--- config.mk ---
export PLATFORM = sky130hd
export DESIGN_NAME = if_mux_arb_master
export DESIGN_NICKNAME = d
export VERILOG_FILES = /design/src/rtl/if_mux_pkg.sv /design/src/rtl/if_mux_skid.sv /design/src/rtl/if_mux_arb_master.sv
export SDC_FILE = /design/constraint.sdc
export NUM_CORES = 1
export LEC_CHECK = 0
export ABC_AREA = 1
export BUFFER_PORTS_ARGS = -buffer_cell sky130_fd_sc_hd__buf_2
export CORE_MARGIN = 5
export CORE_UTILIZATION = 45
export DETAILED_ROUTE_END_ITERATION = 12
export PLACE_DENSITY = 0.72
export SLEW_MARGIN = 40
export SYNTH_ARGS = -nofsm -noshare
export SYNTH_HDL_FRONTEND = slang
export SYNTH_HIERARCHICAL = 1
export SYNTH_SLANG_ARGS = --single-unit
--- constraint.sdc ---
create_clock -name i_clk -period 6.6 [get_ports i_clk]
set_input_delay 0.66 -clock i_clk [delete_from_list [all_inputs] [get_ports i_clk]]
set_output_delay 0.66 -clock i_clk [all_outputs]
set_load 0.02 [all_outputs]
--- src/rtl/if_mux_pkg.sv ---
// Shared constants and types for the channel mux/arbiter master.
package if_mux_pkg;

  localparam int BUF_DEPTH = 2;

  typedef enum logic {
    MODE_DIRECTED = 1'b0,
    MODE_RR       = 1'b1
  } mode_e;

endpackage

--- src/rtl/if_mux_skid.sv ---
// Two-entry FIFO feeding the registered output; head is the word on the output.
module if_mux_skid
  import if_mux_pkg::*;
#(
  parameter int W = 8
) (
  input  logic         clk,
  input  logic         rst,
  input  logic         push,
  input  logic [W-1:0] push_data,
  input  logic         pop,
  output logic [W-1:0] head,
  output logic [1:0]   count,
  output logic         full,
  output logic         valid
);

  logic [W-1:0] tail;
  logic         push_ok;
  logic         pop_ok;

  assign full    = (count == 2'(BUF_DEPTH));
  assign valid   = (count != 2'd0);
  assign push_ok = push && !full;
  assign pop_ok  = pop && valid;

  // Simultaneous push/pop only happens at count=1: the new word replaces the head.
  always_ff @(posedge clk or posedge rst) begin
    if (rst) begin
      head  <= '0;
      tail  <= '0;
      count <= 2'd0;
    end else begin
      case ({push_ok, pop_ok})
        2'b10: begin
          if (count == 2'd0) head <= push_data;
          else               tail <= push_data;
          count <= count + 2'd1;
        end
        2'b01: begin
          head  <= tail;
          count <= count - 2'd1;
        end
        2'b11: head <= push_data;
        default: ;
      endcase
    end
  end

endmodule

--- src/rtl/if_mux_arb_master.sv ---
// NUM_CH-input mux master: directed or round-robin grant into a 2-entry output buffer.
module if_mux_arb_master
  import if_mux_pkg::*;
#(
  parameter int DATA_WIDTH = 8,
  parameter int NUM_CH     = 4,
  parameter int SEL_W      = $clog2(NUM_CH)
) (
  input  logic                  i_clk,
  input  logic                  i_rst,
  input  logic [DATA_WIDTH-1:0] i_data [NUM_CH],
  input  logic [NUM_CH-1:0]     i_valid,
  output logic [NUM_CH-1:0]     o_ready,
  input  logic                  i_mode,
  input  logic [SEL_W-1:0]      i_sel,
  output logic [DATA_WIDTH-1:0] o_y,
  output logic [SEL_W-1:0]      o_y_ch,
  output logic                  o_y_valid,
  input  logic                  i_y_ready
);

  typedef struct packed {
    logic [SEL_W-1:0]      ch;
    logic [DATA_WIDTH-1:0] data;
  } entry_t;

  logic [SEL_W-1:0] rr_ptr;
  logic [SEL_W-1:0] grant;
  logic             grant_ok;
  logic [1:0]       count;
  logic             full;
  logic             push;
  logic             pop;
  entry_t           push_entry;
  entry_t           head;
  int               idx;

  // Descending scan so the last hit, i.e. the smallest offset from rr_ptr, wins.
  always_comb begin
    grant    = '0;
    grant_ok = 1'b0;
    idx      = 0;
    if (mode_e'(i_mode) == MODE_DIRECTED) begin
      grant    = i_sel;
      grant_ok = ({1'b0, i_sel} < (SEL_W + 1)'(NUM_CH));
    end else begin
      for (int k = NUM_CH - 1; k >= 0; k--) begin
        idx = (int'(rr_ptr) + k) % NUM_CH;
        if (i_valid[idx]) begin
          grant    = SEL_W'(idx);
          grant_ok = 1'b1;
        end
      end
    end
  end

  // Ready depends only on the registered fill level, never on i_y_ready.
  always_comb begin
    o_ready = '0;
    if (!i_rst && grant_ok && !full) o_ready[grant] = 1'b1;
  end

  assign push            = |(i_valid & o_ready);
  assign pop             = o_y_valid && i_y_ready;
  assign push_entry.ch   = grant;
  assign push_entry.data = i_data[grant];

  always_ff @(posedge i_clk or posedge i_rst) begin
    if (i_rst) begin
      rr_ptr <= '0;
    end else if (mode_e'(i_mode) == MODE_RR && push) begin
      rr_ptr <= SEL_W'((int'(grant) + 1) % NUM_CH);
    end
  end

  if_mux_skid #(
    .W($bits(entry_t))
  ) u_skid (
    .clk      (i_clk),
    .rst      (i_rst),
    .push     (push),
    .push_data(push_entry),
    .pop      (pop),
    .head     (head),
    .count    (count),
    .full     (full),
    .valid    (o_y_valid)
  );

  assign o_y    = head.data;
  assign o_y_ch = head.ch;

endmodule

==> results of run 1 <==
[cell usage in the layout, fill, tap and decap left out, types with 2 or more instances in the layout]
master	Yosys	routed
buf_2	2	56
clkbuf_8	1	3
dfrtp_1	24	24
ha_1	2	2
inv_1	32	31
inv_2	5	6
nand2_1	80	80
nand2_2	9	9
nand2_4	3	3
nand3_1	20	20
nand4_1	2	2
nor2_1	24	24
nor2_2	3	3
o21ai_0	28	28
o21ai_1	10	10
o21ai_2	4	4
o22ai_1	8	8
[registers in the layout, indices dropped and copies added, names as in the netlist]
register / flops
u_skid/head: 10
u_skid/tail: 10
rr_ptr: 2
u_skid/count: 2
[worst max path at each step]
stage	slack, ns	end	cells after the start
2_1_floorplan	4.12	u_skid/head[0]$_DFFE_PP0P_	17
3_3_place_gp	3.49	u_skid/head[4]$_DFFE_PP0P_	18
3_5_place_dp	3.46	u_skid/head[4]$_DFFE_PP0P_	18
4_1_cts	3.61	o_ready[1]	13
5_1_grt	3.23	u_skid/count[1]$_DFFE_PP0P_	20
6_report	3.61	o_ready[1]	13
[power groups by stage]
stage,clock (mW),sequential [mW],combinational [mW]
2_1_floorplan,0,0.289,0.443
4_1_cts,0.130,0.267,0.557
6_report,0.127,0.267,0.554
3_5_place_dp,0,0.268,0.556
5_1_grt,0.136,0.277,0.638
3_3_place_gp,0,0.267,0.551
[through the flow]
step	hold WS (ns)	total power, mW	utilization, %	instance area [sq um]
4_1_cts	0.250	0.953	53.6	2110
5_1_grt	0.249	1.05	53.6	2110
2_1_floorplan	0.401	0.732	-	1800
3_5_place_dp	0.472	0.825	51.8	2040
6_report	0.255	0.948	53.6	2110
3_3_place_gp	0.466	0.819	51.8	2040
[cell type report]
cell class | instances | area (sq um)
Sequential cell | 24 | 601
Inverter | 38 | 145
Timing Repair Buffer | 56 | 280
Tap cell | 50 | 62.6
Clock buffer | 3 | 41.3
Fill cell | 392 | 1830
Clock inverter | 1 | 30.0
Multi-Input combinational cell | 199 | 955
[logic make-up after synthesis]
| logic type | count (synthesis) | share of synthesized area [%] |
|---|---|---|
| flops | 24 | 33.3 |
| xor+xnor | 1 | 0.486 |
| compound gates | 52 | 15.9 |
| buf+inv | 49 | 13.7 |
| simple gates | 144 | 35.2 |
| fa+ha+maj | 2 | 1.39 |
[metal layers]
layer  GRT usage [%]  up-vias  routed length, microns
met1            23.8      753                    2080
met5               0        -                       0
li1                -      962                       -
met3            2.19        5                     291
met2            23.3       61                    1620
met4            4.83        0                      53
==> reports/metrics.csv, run 1 <==
stage,metric,value,unit
floorplan,Die X,73.3,microns
setup_path,Worst R2R Setup Slack,3.68,ns
sta,final setup fails,0,
clock_tree,Num CTS Buffers,3,
sta,Tmin final,2.99,ns
hold_path,Hold WC Path Type,in2async,
yosys,Synth Instances,272,
setup_path,Top Family by Delay on Critical Path,simple AND/OR/NAND/NOR gates,
setup_path,RR Startpoint,rr_ptr[0]$_DFFE_PP0P_,
power_and_ir_drop,Seq pwr share,28.2,%
setup_path,crit path DAT,2.33,ns
yosys,Yosys Warn Count,6,
yosys,Post-Syn Area,0.00180,sq mm
setup_path,CP bufs+invs,3,
power_and_ir_drop,Clock power frac,13.4,%
yosys,Avg Inst Size Synth,6.63,sq um
setup_path,Worst Setup SP,rr_ptr[0]$_DFFE_PP0P_,
detailed_routing,first drt pass iteration count,4,
detailed_routing,vias per cell,4.80,
detailed_routing,drt drc,0,
clock_tree,clock sinks,24,
clock_tree,H-tree lvl count,1,
sta,Clock Skew,0.00671,ns
setup_path,CP cell instances,nand2_1 > nand2_2 > inv_2 > nand2_2 > nand3_1 > nand2_1 > nand2_1 > nand3_2 > nand2_4 > inv_2 > nand2_1 > nor2_1 > buf_2,
job,Max Cap Viol,0,
placement,DPL Wire Length,3.13,mm
cells_and_area,Non-Filler Instances,371,
yosys,Syn Nets,316,
floorplan,Die Area,0.00537,sq mm
setup_path,Worst setup EP type,output pin,
placement,"worst slack, placed",3.46,ns
detailed_routing,Routed WL,4.05,mm
power_and_ir_drop,internal cell power,486,uW
yosys,Cell variety after synth,27,
cells_and_area,Area growth syn-to-layout,17.3,%
power_and_ir_drop,Power Density,448,mW/mm^2
power_and_ir_drop,switching power share of the total,48.7,%
setup_path,slowest cell on the critical path,dfrtp_1,
yosys,Synth top cells by count,"80 x nand2_1, 32 x inv_1, 28 x o21ai_0",
sta,Final WS setup,3.61,ns
cells_and_area,fraction of layout cells with a size suffix above 1,27.1,%
global_routing,largest net degree at the start of global routing,25,
yosys,Async SR Flop Fraction,100,%
sta,max-slew violation count,0,
setup_path,CP Launch Type,flop,
power_and_ir_drop,Peak VDD IR,0.000162,V
sta,unrepaired setup endpoints after global routing,false,
floorplan,Die Y-Extent,73.3,microns
detailed_routing,DR WL/cell,10.9,microns
detailed_routing,routed vias,1781,
sta,Highest Clock Rate,335,MHz
clock_tree,clock root cell,clkbuf_8,
floorplan,starting density of the core,45.7,%
sta,Hold Fails Final Rpt,0,
global_routing,Overall Global Routing Usage,15.8,%
setup_path,Setup CP Type,reg2out,
sta,Slew @ Worst Pin,0.583,ns
setup_path,CP max stage delay,0.57,ns
floorplan,std cell rows,23,
floorplan,area of the core,0.00394,sq mm
placement,GPL Wtd Cong,0.846,
yosys,synthesis-stage register bit count,24,
yosys,number of synthesized flops with an enable pin,0,
global_routing,initial antenna violation count,0,
power_and_ir_drop,Lkg Pwr,1.22,nW
global_routing,first-pass GRT wire length,6.98,mm
clock_tree,"CTS clk-pin slew, worst paths",0.08,ns
yosys,"Seq/Total Area, Yosys",33.3,%
yosys,"area leader, netlist",dfrtp_1,
clock_tree,clock latency at the later pin of the worst-skew pair,0.27,ns
outcome,status,"complete, no violations",
power_and_ir_drop,NetSw,462,uW
global_routing,gr ovfl total,0,
clock_tree,clk buf depth,2,
detailed_routing,Starting DRT DRC Count,101,
setup_path,CP dominant cell by count,nand2_1,
yosys,predominant post-synthesis flop cell,dfrtp_1,
floorplan,I/O pin count,57,
yosys,top cell type's share of synthesized area,33.3,%
yosys,Synth area leaders,"dfrtp_1 33%, nand2_1 17%, o21ai_0 7.8%",
setup_path,Worst R2R Path Depth,18,
cells_and_area,Layout Nets,366,
detailed_routing,post-route ant nets,0,
setup_path,reg2reg end,u_skid/head[4]$_DFFE_PP0P_,
sta,Final period util,45.3,%
power_and_ir_drop,Logic pwr share,58.5,%
clock_tree,TritonCTS clock tree,done,
setup_path,crit-path max FO,24,
global_routing,vias in the first global route,1642,
yosys,most frequent cell after synthesis,nand2_1,
clock_tree,Post-CTS Setup Repair Bufs,0,
sta,setup TNS,0,ns
clock_tree,CTS Hold Bufs,0,
setup_path,"Req. time, crit path",5.94,ns
sta,Slew headroom,61.1,%
cells_and_area,diode count,0,
placement,Placed Instances,367,
clock_tree,post-cts sizing count,0,
placement,IO buf count,56,
(Power assumes the default switching activity.)
==> inputs of run 2 (changes only) <==
==> constraint.sdc (replaced) <==
create_clock -name i_clk -period 2.8 [get_ports i_clk]
set_input_delay 0.28 -clock i_clk [delete_from_list [all_inputs] [get_ports i_clk]]
set_output_delay 0.28 -clock i_clk [all_outputs]
set_load 0.02 [all_outputs]
==> reports/metrics.csv, run 2 (same netlist as run 1, synthesis figures left out) <==
stage,metric,value,unit
outcome,status,"complete, no violations",
sta,Slew @ Worst Pin,0.540,ns
detailed_routing,drt drc,0,
sta,Tmin final,2.59,ns
setup_path,CP max stage delay,0.47,ns
power_and_ir_drop,Power Density,1070,mW/mm^2
cells_and_area,Area growth syn-to-layout,20.9,%
power_and_ir_drop,Peak VDD IR,0.000378,V
detailed_routing,Starting DRT DRC Count,90,
setup_path,Setup CP Type,reg2out,
detailed_routing,routed vias,1869,
cells_and_area,diode count,0,
power_and_ir_drop,Power Total,2.34,mW
global_routing,vias in the first global route,1766,
hold_path,Hold WC Path Type,in2reg,
clock_tree,clk buf depth,2,
sta,setup TNS,0,ns
global_routing,Overall Global Routing Usage,17.5,%
sta,final setup fails,0,
floorplan,Die Area,0.00537,sq mm
clock_tree,"CTS clk-pin slew, worst paths",0.09,ns
floorplan,area of the core,0.00394,sq mm
cells_and_area,fraction of layout cells with a size suffix above 1,28.8,%
placement,IO buf count,56,
detailed_routing,first drt pass iteration count,4,
floorplan,std cell rows,23,
cells_and_area,"commonest non-fill, non-tap cell in the layout",nand2_1,
setup_path,Worst Setup SP,rr_ptr[0]$_DFFE_PP0P_,
cells_and_area,Largest regs,"u_skid/head x10, u_skid/tail x10",
detailed_routing,DR WL/cell,11.4,microns
sta,Clock Skew,0.00490,ns
placement,Post-DP Area,0.00207,sq mm
clock_tree,TritonCTS clock tree,done,
cells_and_area,Filler cells,412,
sta,unrepaired setup endpoints after global routing,false,
setup_path,crit path DAT,2.31,ns
cells_and_area,fin util,55.3,%
setup_path,RR Startpoint,rr_ptr[0]$_DFFE_PP0P_,
clock_tree,clock latency at the later pin of the worst-skew pair,0.27,ns
sta,max-slew violation count,0,
detailed_routing,post-route ant nets,0,
cells_and_area,Non-Filler Instances,376,
placement,DPL Wire Length,3.38,mm
floorplan,Die Y-Extent,73.3,microns
job,Max Cap Viol,0,
detailed_routing,vias per cell,4.97,
cells_and_area,Layout Nets,371,
sta,Slew headroom,64.0,%
cells_and_area,fin area,0.00218,sq mm
clock_tree,Num CTS Buffers,3,
global_routing,initial antenna violation count,0,
sta,Final period util,92.6,%
detailed_routing,Routed WL,4.29,mm
sta,Highest Clock Rate,386,MHz
cells_and_area,most frequent cells in the layout,"80 x nand2_1, 56 x buf_2, 31 x inv_1",
clock_tree,clock root cell,clkbuf_8,
setup_path,crit-path max FO,19,
setup_path,Worst setup EP type,output pin,
global_routing,largest net degree at the start of global routing,23,
sta,Final WS setup,0.207,ns
clock_tree,clock sinks,24,
floorplan,Die X,73.3,microns
clock_tree,H-tree lvl count,1,
floorplan,starting density of the core,45.7,%
global_routing,first-pass GRT wire length,7.62,mm
setup_path,"Req. time, crit path",2.52,ns
setup_path,CP Launch Type,flop,
power_and_ir_drop,Lkg Pwr,1.24,nW
floorplan,I/O pin count,57,
placement,GPL Wtd Cong,0.812,
placement,"worst slack, placed",0.116,ns
placement,Placed Instances,369,
setup_path,slowest cell on the critical path,dfrtp_2,
sta,Hold Fails Final Rpt,0,
global_routing,gr ovfl total,0,
setup_path,CP cell instances,buf_4 > nand2_1 > nand2_2 > inv_2 > nand2_2 > nand3_1 > nand3_1 > nand3_2 > nand2_4 > buf_4 > inv_4 > nand2_1 > nor2_1 > buf_2,
hold_path,hold_sp,i_mode,
sta,final hold slack,0.322,ns
run 2: cell types whose count changed in the layout (fill, tap and decap cells not counted):
| cell | delta |
|---|---|
| buf_4 | +3 |
| o21ai_0 | -3 |
| o21ai_1 | +3 |
| dfrtp_1 | -2 |
| dfrtp_2 | +2 |
| buf_12 | +1 |
| dlygate4sd3_1 | +1 |
| ha_1 | -1 |
| ha_2 | +1 |
| inv_2 | -1 |
| inv_4 | +1 |
| nand2_2 | -1 |
| nand2_4 | +1 |
run 2: area by class of cell:
| type | count | area, sq um | area share (%) |
|---|---|---|---|
| clock buffers | 3 | 41.3 | 1.89 |
| clock inverters | 1 | 30.0 | 1.38 |
| inverters | 38 | 148 | 6.77 |
| multi-input cells | 199 | 962 | 44.1 |
| flip-flops and latches | 24 | 603 | 27.7 |
| well taps | 50 | 62.6 | 2.87 |
| repair buffers | 61 | 333 | 15.3 |
run 2: path summary, 6_finish.rpt:
kind / endpoint / depth (start not counted) / slack (ns)
hold / removal: rr_ptr[1]$_DFFE_PP0P_ / 3 / 0.32
hold reg to reg: u_skid/tail[2]$_DFFE_PP0P_ / 2 / 0.49
min in group asynchronous: rr_ptr[0]$_DFFE_PP0P_ / 3 / 0.42
setup / recovery: o_ready[1] / 14 / 0.21
setup reg to reg: u_skid/head[9]$_DFFE_PP0P_ / 19 / 0.22
max in group asynchronous: u_skid/tail[8]$_DFFE_PP0P_ / 3 / 1.91
run 2: layer usage:
layer / share of wire [%] / wire (microns) / vias to the layer above / global-route usage (%)
met5: 0 / 0 / - / 0
met4: 1.5 / 63 / 0 / 5.43
met3: 8.8 / 377 / 5 / 2.74
met2: 40 / 1730 / 81 / 24.4
met1: 49 / 2120 / 810 / 27.3
li1: - / - / 973 / -
run 2: power by group:
group          internal (mW)  switching [mW]  leakage (nW)
Sequential             0.510           0.118         0.300
Combinational          0.501           0.902         0.909
Clock                  0.191           0.114        0.0357
Total                   1.20            1.13          1.24
run 2: timing repair:
item | in CTS | in global routing
resized for setup | 0 | 11
buffers inserted | 0 | 2
hold endpoints to repair | 2 | 0
hold buffers | 1 | 0
setup endpoints to repair | 0 | 23
run 2: critical path: cells and delay by family (launching register included):
kind,cells,cell delay (ns)
flops,1,0.47
buf+inv,5,0.77
simple gates,9,0.79
